File: src/rtl/mac_tbl_pkg.sv
// Shared types and constants for the MAC-table update path.
// Entry layout, flag encodings, requester indices and the sequencer states.
package mac_tbl_pkg;

    localparam int MAC_W     = 48;
    localparam int OUTPORT_W = 4;

    localparam logic FLAG_LOCAL   = 1'b0;
    localparam logic FLAG_UNLOCAL = 1'b1;

    localparam int REQ_INIT  = 0;
    localparam int REQ_LEARN = 1;
    localparam int REQ_CFG   = 2;

    typedef struct packed {
        logic [MAC_W-1:0]     mac;
        logic [OUTPORT_W-1:0] outport;
        logic                 flag;
    } entry_t;

    typedef enum logic {
        ST_INIT = 1'b0,
        ST_RUN  = 1'b1
    } state_t;

endpackage

File: src/rtl/rr_arbiter.sv
// Combinational round-robin picker: first asserted request at or above ptr,
// wrapping modulo N. Produces one-hot grant, its index, and an any flag.
module rr_arbiter #(
    parameter  int N  = 3,
    localparam int IW = $clog2(N)
) (
    input  logic [N-1:0]  req,
    input  logic [IW-1:0] ptr,
    output logic [N-1:0]  grant,
    output logic [IW-1:0] idx,
    output logic          any
);

    // Offset i from ptr is visited in order; j is the candidate that sits at that offset.
    always_comb begin
        grant = '0;
        idx   = '0;
        any   = 1'b0;
        for (int i = 0; i < N; i++) begin
            for (int j = 0; j < N; j++) begin
                if (!any && req[j] && (j == ((int'(ptr) + i) % N))) begin
                    any      = 1'b1;
                    grant[j] = 1'b1;
                    idx      = IW'(j);
                end
            end
        end
    end

endmodule

File: src/rtl/mac_update_arbiter.sv
// Shares the single MAC-table update port between the init, learning and config
// requesters: INIT phase serves req0 only, RUN phase round-robins all of them.
module mac_update_arbiter
    import mac_tbl_pkg::*;
#(
    parameter  int P_OUTPORT_WIDTH = 4,
    parameter  int P_REQ_NUM       = 3,
    parameter  int P_INIT_ENTRIES  = 16,
    localparam int IW              = $clog2(P_REQ_NUM)
) (
    input  logic                                 i_clk,
    input  logic                                 i_rst_n,
    input  logic [P_REQ_NUM-1:0]                 i_req_valid,
    output logic [P_REQ_NUM-1:0]                 o_req_ready,
    input  logic [48*P_REQ_NUM-1:0]              i_req_dest_mac,
    input  logic [P_OUTPORT_WIDTH*P_REQ_NUM-1:0] i_req_outport,
    input  logic [P_REQ_NUM-1:0]                 i_req_flag,
    output logic [47:0]                          o_update_dest_mac,
    output logic [P_OUTPORT_WIDTH-1:0]           o_update_outport,
    output logic                                 o_update_flag,
    output logic                                 o_update_valid,
    input  logic                                 i_update_ready,
    output logic [IW-1:0]                        o_grant_id,
    output logic                                 o_init_done,
    output state_t                               o_state
);

    // Valid/ready: a transfer happens on a rising edge where valid and ready are both
    // high; valid and payload never change while valid is high and ready is low.
    // Requester ready depends combinationally on i_update_ready, never the reverse.

    logic                 slot_free;
    logic                 accept;
    logic                 out_hs;
    logic                 init_hs;
    logic                 any;
    logic [P_REQ_NUM-1:0] elig;
    logic [P_REQ_NUM-1:0] grant;
    logic [IW-1:0]        gidx;
    logic [IW-1:0]        ptr;
    logic [IW-1:0]        ptr_nxt;
    logic [7:0]           init_cnt;

    assign slot_free = !o_update_valid || i_update_ready;
    assign elig      = (o_state == ST_INIT) ? (i_req_valid & P_REQ_NUM'(1)) : i_req_valid;

    rr_arbiter #(.N(P_REQ_NUM)) u_rr (
        .req   (elig),
        .ptr   (ptr),
        .grant (grant),
        .idx   (gidx),
        .any   (any)
    );

    // Reset gates ready so nothing is accepted while the table is held in reset.
    assign accept      = any && slot_free && i_rst_n;
    assign o_req_ready = accept ? grant : '0;
    assign out_hs      = o_update_valid && i_update_ready;
    assign init_hs     = (o_state == ST_INIT) && out_hs && (o_grant_id == '0);
    assign ptr_nxt     = (gidx == IW'(P_REQ_NUM - 1)) ? '0 : gidx + 1'b1;

    always_ff @(posedge i_clk or negedge i_rst_n) begin
        if (!i_rst_n) begin
            o_state           <= ST_INIT;
            o_update_valid    <= 1'b0;
            o_update_dest_mac <= '0;
            o_update_outport  <= '0;
            o_update_flag     <= 1'b0;
            o_grant_id        <= '0;
            o_init_done       <= 1'b0;
            ptr               <= '0;
            init_cnt          <= '0;
        end else begin
            if (accept) begin
                o_update_valid    <= 1'b1;
                o_update_dest_mac <= i_req_dest_mac[int'(gidx)*48 +: 48];
                o_update_outport  <= i_req_outport[int'(gidx)*P_OUTPORT_WIDTH +: P_OUTPORT_WIDTH];
                o_update_flag     <= i_req_flag[gidx];
                o_grant_id        <= gidx;
            end else if (i_update_ready) begin
                o_update_valid <= 1'b0;
            end

            case (o_state)
                ST_INIT: begin
                    if (init_hs) begin
                        if (init_cnt == 8'(P_INIT_ENTRIES - 1)) begin
                            init_cnt    <= 8'(P_INIT_ENTRIES);
                            o_state     <= ST_RUN;
                            o_init_done <= 1'b1;
                        end else begin
                            init_cnt <= init_cnt + 8'd1;
                        end
                    end
                end
                ST_RUN: begin
                    if (accept) begin
                        ptr <= ptr_nxt;
                    end
                end
                default: o_state <= ST_INIT;
            endcase
        end
    end

endmodule

File: config.mk
export PLATFORM = sky130hd
export DESIGN_NAME = mac_update_arbiter
export DESIGN_NICKNAME = d
export VERILOG_FILES = /design/src/rtl/mac_tbl_pkg.sv /design/src/rtl/rr_arbiter.sv /design/src/rtl/mac_update_arbiter.sv
export SDC_FILE = /design/constraint.sdc
export NUM_CORES = 1
export LEC_CHECK = 0
export ABC_AREA = 0
export ABC_CLOCK_PERIOD_IN_PS = 2800
export CAP_MARGIN = 20
export CORE_AREA = 3 3 106 108
export DETAILED_ROUTE_END_ITERATION = 8
export DIE_AREA = 0 0 109 111
export GPL_ROUTABILITY_DRIVEN = 0
export PLACE_DENSITY = 0.91
export SYNTH_ARGS = -nofsm -noshare
export SYNTH_HDL_FRONTEND = slang
export SYNTH_SLANG_ARGS = --single-unit
File: constraint.sdc
create_clock -name i_clk -period 2.8 [get_ports i_clk]
set_input_delay 0.56 -clock i_clk [delete_from_list [all_inputs] [get_ports i_clk]]
set_output_delay 0.56 -clock i_clk [all_outputs]
set_load 0.1 [all_outputs]
# --- Yosys cells after proc, flatten, opt, wreduce, memory -nomap -nowiden ---
# Index checks and enable logic that the tools add are counted.
word_totals:
  register_bits: 68
  word_cells: 105
  in_bits: 165
  output_inout_bits: 61
op_classes:
  n_bitwise: 1
  n_mul: 1
  addsub: 4
  order_cmp: 1
  shift: 2
  n_div: 3
  reduce_logical: 40
  n_eq_ne: 8
  mux: 36
ops:
  columns: ["operator", "n"]
  rows:
  - ["144-bit by 9-bit indexed part select with 48-bit output", 1]
  - ["2-bit by 32-bit equality test with 1-bit output (first input constant)", 3]
  - ["3-bit by 32-bit equality test with 1-bit output (first input constant)", 3]
  - ["32-bit zero test", 3]
  - ["32-bit by 3-bit modulo with 32-bit output (second input constant)", 2]
  - ["3-bit by 3-bit modulo with 32-bit output (second input constant)", 1]
  - ["1-bit two-way mux", 24]
  - ["1-bit logical AND", 22]
  - ["2-bit two-way mux", 8]
  - ["12-bit by 5-bit indexed part select with 4-bit output", 1]
  - ["1-bit zero test", 9]
  - ["8-bit by 1-bit adder with 8-bit output (second input constant)", 1]
  - ["8-bit by 4-bit equality test with 1-bit output (second input constant)", 1]
  - ["8-bit two-way mux", 1]
  - ["3-bit two-way mux", 2]
  - ["2-bit by 2-bit multiplier with 4-bit output (second input constant)", 1]
  - ["2-bit AND reduction", 2]
  - ["2-bit by 1-bit adder with 3-bit output (second input constant)", 1]
  - ["2-bit by 2-bit adder with 3-bit output (second input constant)", 1]
  - ["2-bit by 3-bit less-than comparator with 1-bit output (second input constant)", 1]
  - ["3-bit AND reduction", 1]
  - ["2-bit by 1-bit adder with 2-bit output (second input constant)", 1]
  - ["1-bit binary-select mux with 2-bit select", 1]
  - ["2-bit equality test (second input constant)", 1]
  - ["4 further kinds", 4]

# --- Longest topological paths before layout ---
logic_depth:
  ltp_word: 39
  depth_mapped: 9
  depth_no_buf: 7

# --- Cells and area by module ---
# Synthesis repeated with hierarchy kept, for this count alone.
unflattened:
  hier_cells: 321
  hier_area_um2: 4051.4
modules_own_cells:
  columns: ["mod", "cells_per_inst", "area_each_um2", "n_inst"]
  rows:
  - ["mac_update_arbiter", 302, 3908.7, 1]
  - ["rr_arbiter", 19, 142.6, 1]

# --- Worst setup path after synthesis ---
# No wires, ideal clock.
synth_timing:
  path_type: "reg2out"
  start: "reg o_state"
  end: "out o_req_ready[0]"
  stages_incl_launch_ff: 8
  slack_ns: -1.843
  t_arrival_ns: 4.083
  n_path_buf: 3
  required_time_ns: 2.240
  cell_sequence: "dfrtp_1 > buf_6 > a32oi_2 > o21ai_1 > o211ai_2 > buf_2 > buf_2 > nor3b_1"
synth_between:
  elab_chain_cells: 35
  word_cells_on_any_way: 37
  cone_classes: "mux (12); reduce/logical (25)"
synth_lines:
  columns: ["item", "line", "text"]
  rows:
  - ["from (decl)", "mac_update_arbiter.sv:25", "output state_t o_state"]
  - ["from (signal assigned)", "mac_update_arbiter.sv:64", "o_state <= ST_INIT;"]
  - ["from (signal assigned)", "mac_update_arbiter.sv:89", "o_state <= ST_RUN;"]
  - ["from (signal assigned)", "mac_update_arbiter.sv:101", "default: o_state <= ST_INIT;"]
  - ["3-bit two-way mux (*)", "mac_update_arbiter.sv:45", "assign elig = (o_state == ST_INIT) ? (i_req_valid & P_REQ_NUM'(1)) : i_req_valid;"]
  - ["1-bit logical AND (2 in series)", "rr_arbiter.sv:21", "if (!any && req[j] && (j == ((int'(ptr) + i) % N))) begin"]
  - ["1-bit two-way mux", "rr_arbiter.sv:21", null]
  - ["1-bit zero test", "rr_arbiter.sv:21", null]
  - ["1-bit logical AND (2 in series)", "rr_arbiter.sv:21", null]
  - ["1-bit two-way mux", "rr_arbiter.sv:21", null]
  - ["1-bit zero test", "rr_arbiter.sv:21", null]
  - ["1-bit logical AND (2 in series)", "rr_arbiter.sv:21", null]
  - ["[... 13 more ...]", null, null]
  - ["1-bit zero test", "rr_arbiter.sv:21", null]
  - ["1-bit logical AND (2 in series)", "rr_arbiter.sv:21", null]
  - ["1-bit two-way mux", "rr_arbiter.sv:21", null]
  - ["1-bit zero test", "rr_arbiter.sv:21", null]
  - ["1-bit logical AND (2 in series)", "rr_arbiter.sv:21", null]
  - ["1-bit two-way mux", "rr_arbiter.sv:21", null]
  - ["1-bit logical AND (2 in series)", "mac_update_arbiter.sv:56", "assign accept = any && slot_free && i_rst_n;"]
  - ["3-bit two-way mux (*)", "mac_update_arbiter.sv:57", "assign o_req_ready = accept ? grant : '0;"]
  - ["to (decl)", "mac_update_arbiter.sv:14", "output logic [P_REQ_NUM-1:0] o_req_ready,"]
# Every way passes the cells marked *; elsewhere a longest branch is shown, timed or not.

# --- Final worst setup path ---
layout_timing:
  start: "in i_req_valid[1]"
  end: "out o_req_ready[0]"
layout_between:
  elab_chain_cells: 35
  word_cells_on_any_way: 37
  cone_classes: "mux (12); reduce/logical (25)"
layout_lines:
  columns: ["item", "line", "text"]
  rows:
  - ["from (decl)", "mac_update_arbiter.sv:13", "input logic [P_REQ_NUM-1:0] i_req_valid,"]
  - ["3-bit two-way mux (*)", "mac_update_arbiter.sv:45", null]
  - ["1-bit logical AND (2 in series)", "rr_arbiter.sv:21", null]
  - ["1-bit two-way mux", "rr_arbiter.sv:21", null]
  - ["1-bit zero test", "rr_arbiter.sv:21", null]
  - ["1-bit logical AND (2 in series)", "rr_arbiter.sv:21", null]
  - ["1-bit two-way mux", "rr_arbiter.sv:21", null]
  - ["1-bit zero test", "rr_arbiter.sv:21", null]
  - ["1-bit logical AND (2 in series)", "rr_arbiter.sv:21", null]
  - ["[... 13 more ...]", null, null]
  - ["1-bit zero test", "rr_arbiter.sv:21", null]
  - ["1-bit logical AND (2 in series)", "rr_arbiter.sv:21", null]
  - ["1-bit two-way mux", "rr_arbiter.sv:21", null]
  - ["1-bit zero test", "rr_arbiter.sv:21", null]
  - ["1-bit logical AND (2 in series)", "rr_arbiter.sv:21", null]
  - ["1-bit two-way mux", "rr_arbiter.sv:21", null]
  - ["1-bit logical AND (2 in series)", "mac_update_arbiter.sv:56", null]
  - ["3-bit two-way mux (*)", "mac_update_arbiter.sv:57", null]
# Marked as above.

==> results.py <==
metrics = {
    "worst_setup_path": {
        "cp.buffers_inverters": 4,
        "critPathTopFamily": "buffers and inverters",
        "regToRegSetupSlack_ps": 350,
        "critPathMaxFanout": 3,
        "max_stage_delay_ps": 540,
        "r2r-start": "ptr[0]$_DFFE_PN0P_",
        "r2r_end": "o_update_dest_mac[26]$_DFFE_PN0P_",
        "crit_arrival_ps": 2200,
        "crit_path_end_kind": "output port",
        "startpoint_type": "primary input",
        "cp_cell_sequence": "clkdlybuf4s50_1 -> o21ai_1 -> a21boi_1 -> buf_4 -> o211ai_4 -> buf_4 -> nor3b_4 -> buf_12",
        "slowest_stage": "clkdlybuf4s50_1",
        "path_class": "in -> out",
        "r2r_cells": 10,
        "crit_path_frequent_cell": "buf_4",
        "worstPathRequired_ps": 2240,
    },
    "die": {
        "io_pins": 226,
        "num_rows": 37,
        "start_util_pct": 40.1,
        "die_area_um2": 12100,
        "fp.dieH_um": 111,
        "die_w_um": 109,
        "core_um2": 10300,
    },
    "clock_network": {
        "clock_path_buffers": 2,
        "insertion_delay_ps": 330,
        "path_clk_slew_ps": 70,
        "cts-root-buf": "clkbuf_8",
        "ctsHtreeMaxLevel": 3,
        "clock-sinks": 68,
        "cts_buffers": 9,
        "tritoncts": "built",
    },
    "routing": {
        "drt-vias-per-instance": 5.17,
        "dr_total_vias": 4065,
        "drtPass1Iterations": 7,
        "dr.first_iter.drc_count": 189,
        "antenna_left": 0,
        "routed_wl_um": 13200,
        "drc": 0,
        "wl_per_cell_um": 16.8,
    },
    "timing": {
        "slew_headroom_pct": 41.9,
        "period_needed_ps": 2760,
        "finalHoldViolations": 0,
        "finClkSkew_ps": 4.85,
        "slew_violations": 0,
        "fmax_ghz": 0.363,
        "tightest_slew_ps": 872,
        "period_share_pct": 98.4,
        "fin_ws_ps": 44.2,
        "rsz0062_at_grt": "no",
        "setup_viol": 0,
    },
    "global_routing": {
        "antenna_found_initial": 0,
        "track_usage_pct": 21.3,
        "grt_pass1_wl_um": 20500,
        "grt_overflow": 0,
        "grt_max_degree": 70,
        "grt_pass1_vias": 4231,
    },
    "synthesis": {
        "synth_seq_cells": 68,
        "synth_area_um2": 4140,
        "ys_warn_count": 0,
        "synth_area_per_cell_um2": 9.66,
        "synth-edff-count": 0,
        "netlist_instances": 428,
        "synth_cell_types": 37,
        "syn-num-nets": 596,
        "synthArstFlopShare_pct": 100,
        "ys_seq_area_share_pct": 41.1,
        "ys.flop_type": "dfrtp_1",
    },
    "power_and_ir_drop": {
        "power_frac_comb_pct": 70.8,
        "vdd_drop_max_mv": 0.827,
        "total_power_w": 0.00824,
        "p_leak_nw": 2.82,
        "seq_power_share_pct": 21.2,
        "p_sw_w": 0.00492,
        "intPower_w": 0.00333,
        "swShare_pct": 59.6,
        "pwr_density_cell_nw_per_um2": 1240,
        "clkPwrFrac_pct": 8.0,
    },
    "finish": {
        "syn_to_final_growth_pct": 61.4,
        "post_route_cells_drive_above_1_share_pct": 24.3,
        "final_core_utilization_pct": 64.6,
        "nets": 815,
        "layout.cells.non_filler": 787,
        "diodes": 0,
        "layout_common_cells": "clkdlybuf4s50_1, buf_4, dfrtp_1",
        "design_area_um2": 6670,
        "final_common_cell": "clkdlybuf4s50_1",
    },
    "run_status": {
        "outcome": "complete, no violations",
    },
    "place": {
        "dp_hpwl_um": 10100,
        "io_buffers": 225,
        "place_area_um2": 6480,
        "dp_slack_ps": 52.8,
        "dpl.cell_count": 769,
    },
    "run": {
        "maxCapViolations": 0,
    },
    "worst_hold_path": {
        "hp-class": "in -> async",
    },
}
==> worst reg2reg max path, stage by stage (launching register included) <==
cell and delay (ps):
dfrtp_1 390, buf_4 140, ha_2 220, a32oi_2 290
buf_4 170, o311a_4 240, buf_12 220, buf_4 210
nor2b_1 60, a211oi_1 290, o31ai_2 100
==> how the worst max path moves through the flow <==
stage	from	end	depth (start not counted)
2_1_floorplan	ptr[0]$_DFFE_PN0P_	o_req_ready[0]	8
4_1_cts	ptr[0]$_DFFE_PN0P_	o_req_ready[0]	9
3_5_place_dp	i_req_valid[1]	o_req_ready[1]	7
3_3_place_gp	i_req_valid[1]	o_req_ready[1]	7
5_1_grt	ptr[1]$_DFFE_PN0P_	o_req_ready[0]	8
6_report	i_req_valid[1]	o_req_ready[0]	8
==> final cells by class <==
| class | instances | area, um2 |
|---|---|---|
| Fill cell | 805 | 3650 |
| Timing Repair Buffer | 243 | 2360 |
| Multi-Input combinational cell | 323 | 2280 |
| Sequential cell | 68 | 1710 |
| Tap cell | 136 | 170 |
| Clock buffer | 12 | 135 |
| Clock inverter | 3 | 15.0 |
| Inverter | 2 | 7.51 |
==> routing by layer <==
metal / part of all wire (%) / vias up / global-route usage, %
met1: 38 / 1944 / 23.0
met3: 7.8 / 22 / 6.12
li1: - / 1951 / -
met4: 2.1 / 0 / 8.42
met5: 0 / - / 0
met2: 52 / 148 / 38.5
==> stage by stage <==
step,hold slack [ps],TNS (ps)
2_1_floorplan,264,-178
6_report,464,0
4_1_cts,489,-22.0
3_5_place_dp,473,0
3_3_place_gp,467,0
5_1_grt,517,0
==> flip-flops by register name, summed over array words and instances, names as in the netlist <==
name	count
init_cnt	8
o_update_outport	4
o_init_done	1
o_update_dest_mac	48
o_state	1
o_grant_id	2
ptr	2
o_update_valid	1
o_update_flag	1
==> repair_timing <==
item | 4_1_cts | 5_1_grt
setup buffers | 2 | 1
gates resized for setup | 1 | 3
gates cloned | 0 | 0
setup endpoints to repair | 2 | 3
pin swaps | 1 | 0
hold buffers | 0 | 0
==> Yosys cell counts (2+ instances only) <==
cell type	number	area share, %
xor2_1	2	0.42
a21oi_1	2	0.24
o31ai_2	49	15
nand2b_1	3	0.45
nand2_1	58	5.3
buf_4	7	1.3
inv_1	2	0.18
nor2b_1	55	8.3
and3_1	2	0.30
nor2_1	60	5.4
dfrtp_1	68	41
clkbuf_1	4	0.36
mux2_2	2	0.54
o31ai_1	4	0.73
a21o_1	3	0.54
buf_6	3	0.82
o211ai_2	2	0.61
buf_2	21	2.5
o21ai_1	2	0.24
ha_1	3	0.91
a21boi_1	2	0.36
nand4_1	3	0.45
a211oi_1	53	9.6
xnor2_1	5	1.1
==> logic make-up (layout without fill, tap and decap cells) <==
logic type	Yosys count	in the layout	share of synthesized area, %
buffers and inverters	37	260	5.17
AOI/OAI and AO/OA	123	123	29.0
muxes	2	2	0.545
and+or+nand+nor	188	188	21.8
xor gates and xnor gates	7	7	1.48
adders and majority gates	3	3	0.908
DFF	68	68	41.1
==> power groups by stage <==
stage | sequential [W] | clock [W] | combinational (W)
after floorplan | 0.00453 | 0 | 0.00160
after global placement | 0.00173 | 0 | 0.00568
after detailed placement | 0.00177 | 0 | 0.00581
after CTS | 0.00175 | 0.000683 | 0.00583
after global routing | 0.00181 | 0.000721 | 0.00610
final | 0.00175 | 0.000657 | 0.00584
Note: power is estimated with default switching activity, not from simulation.
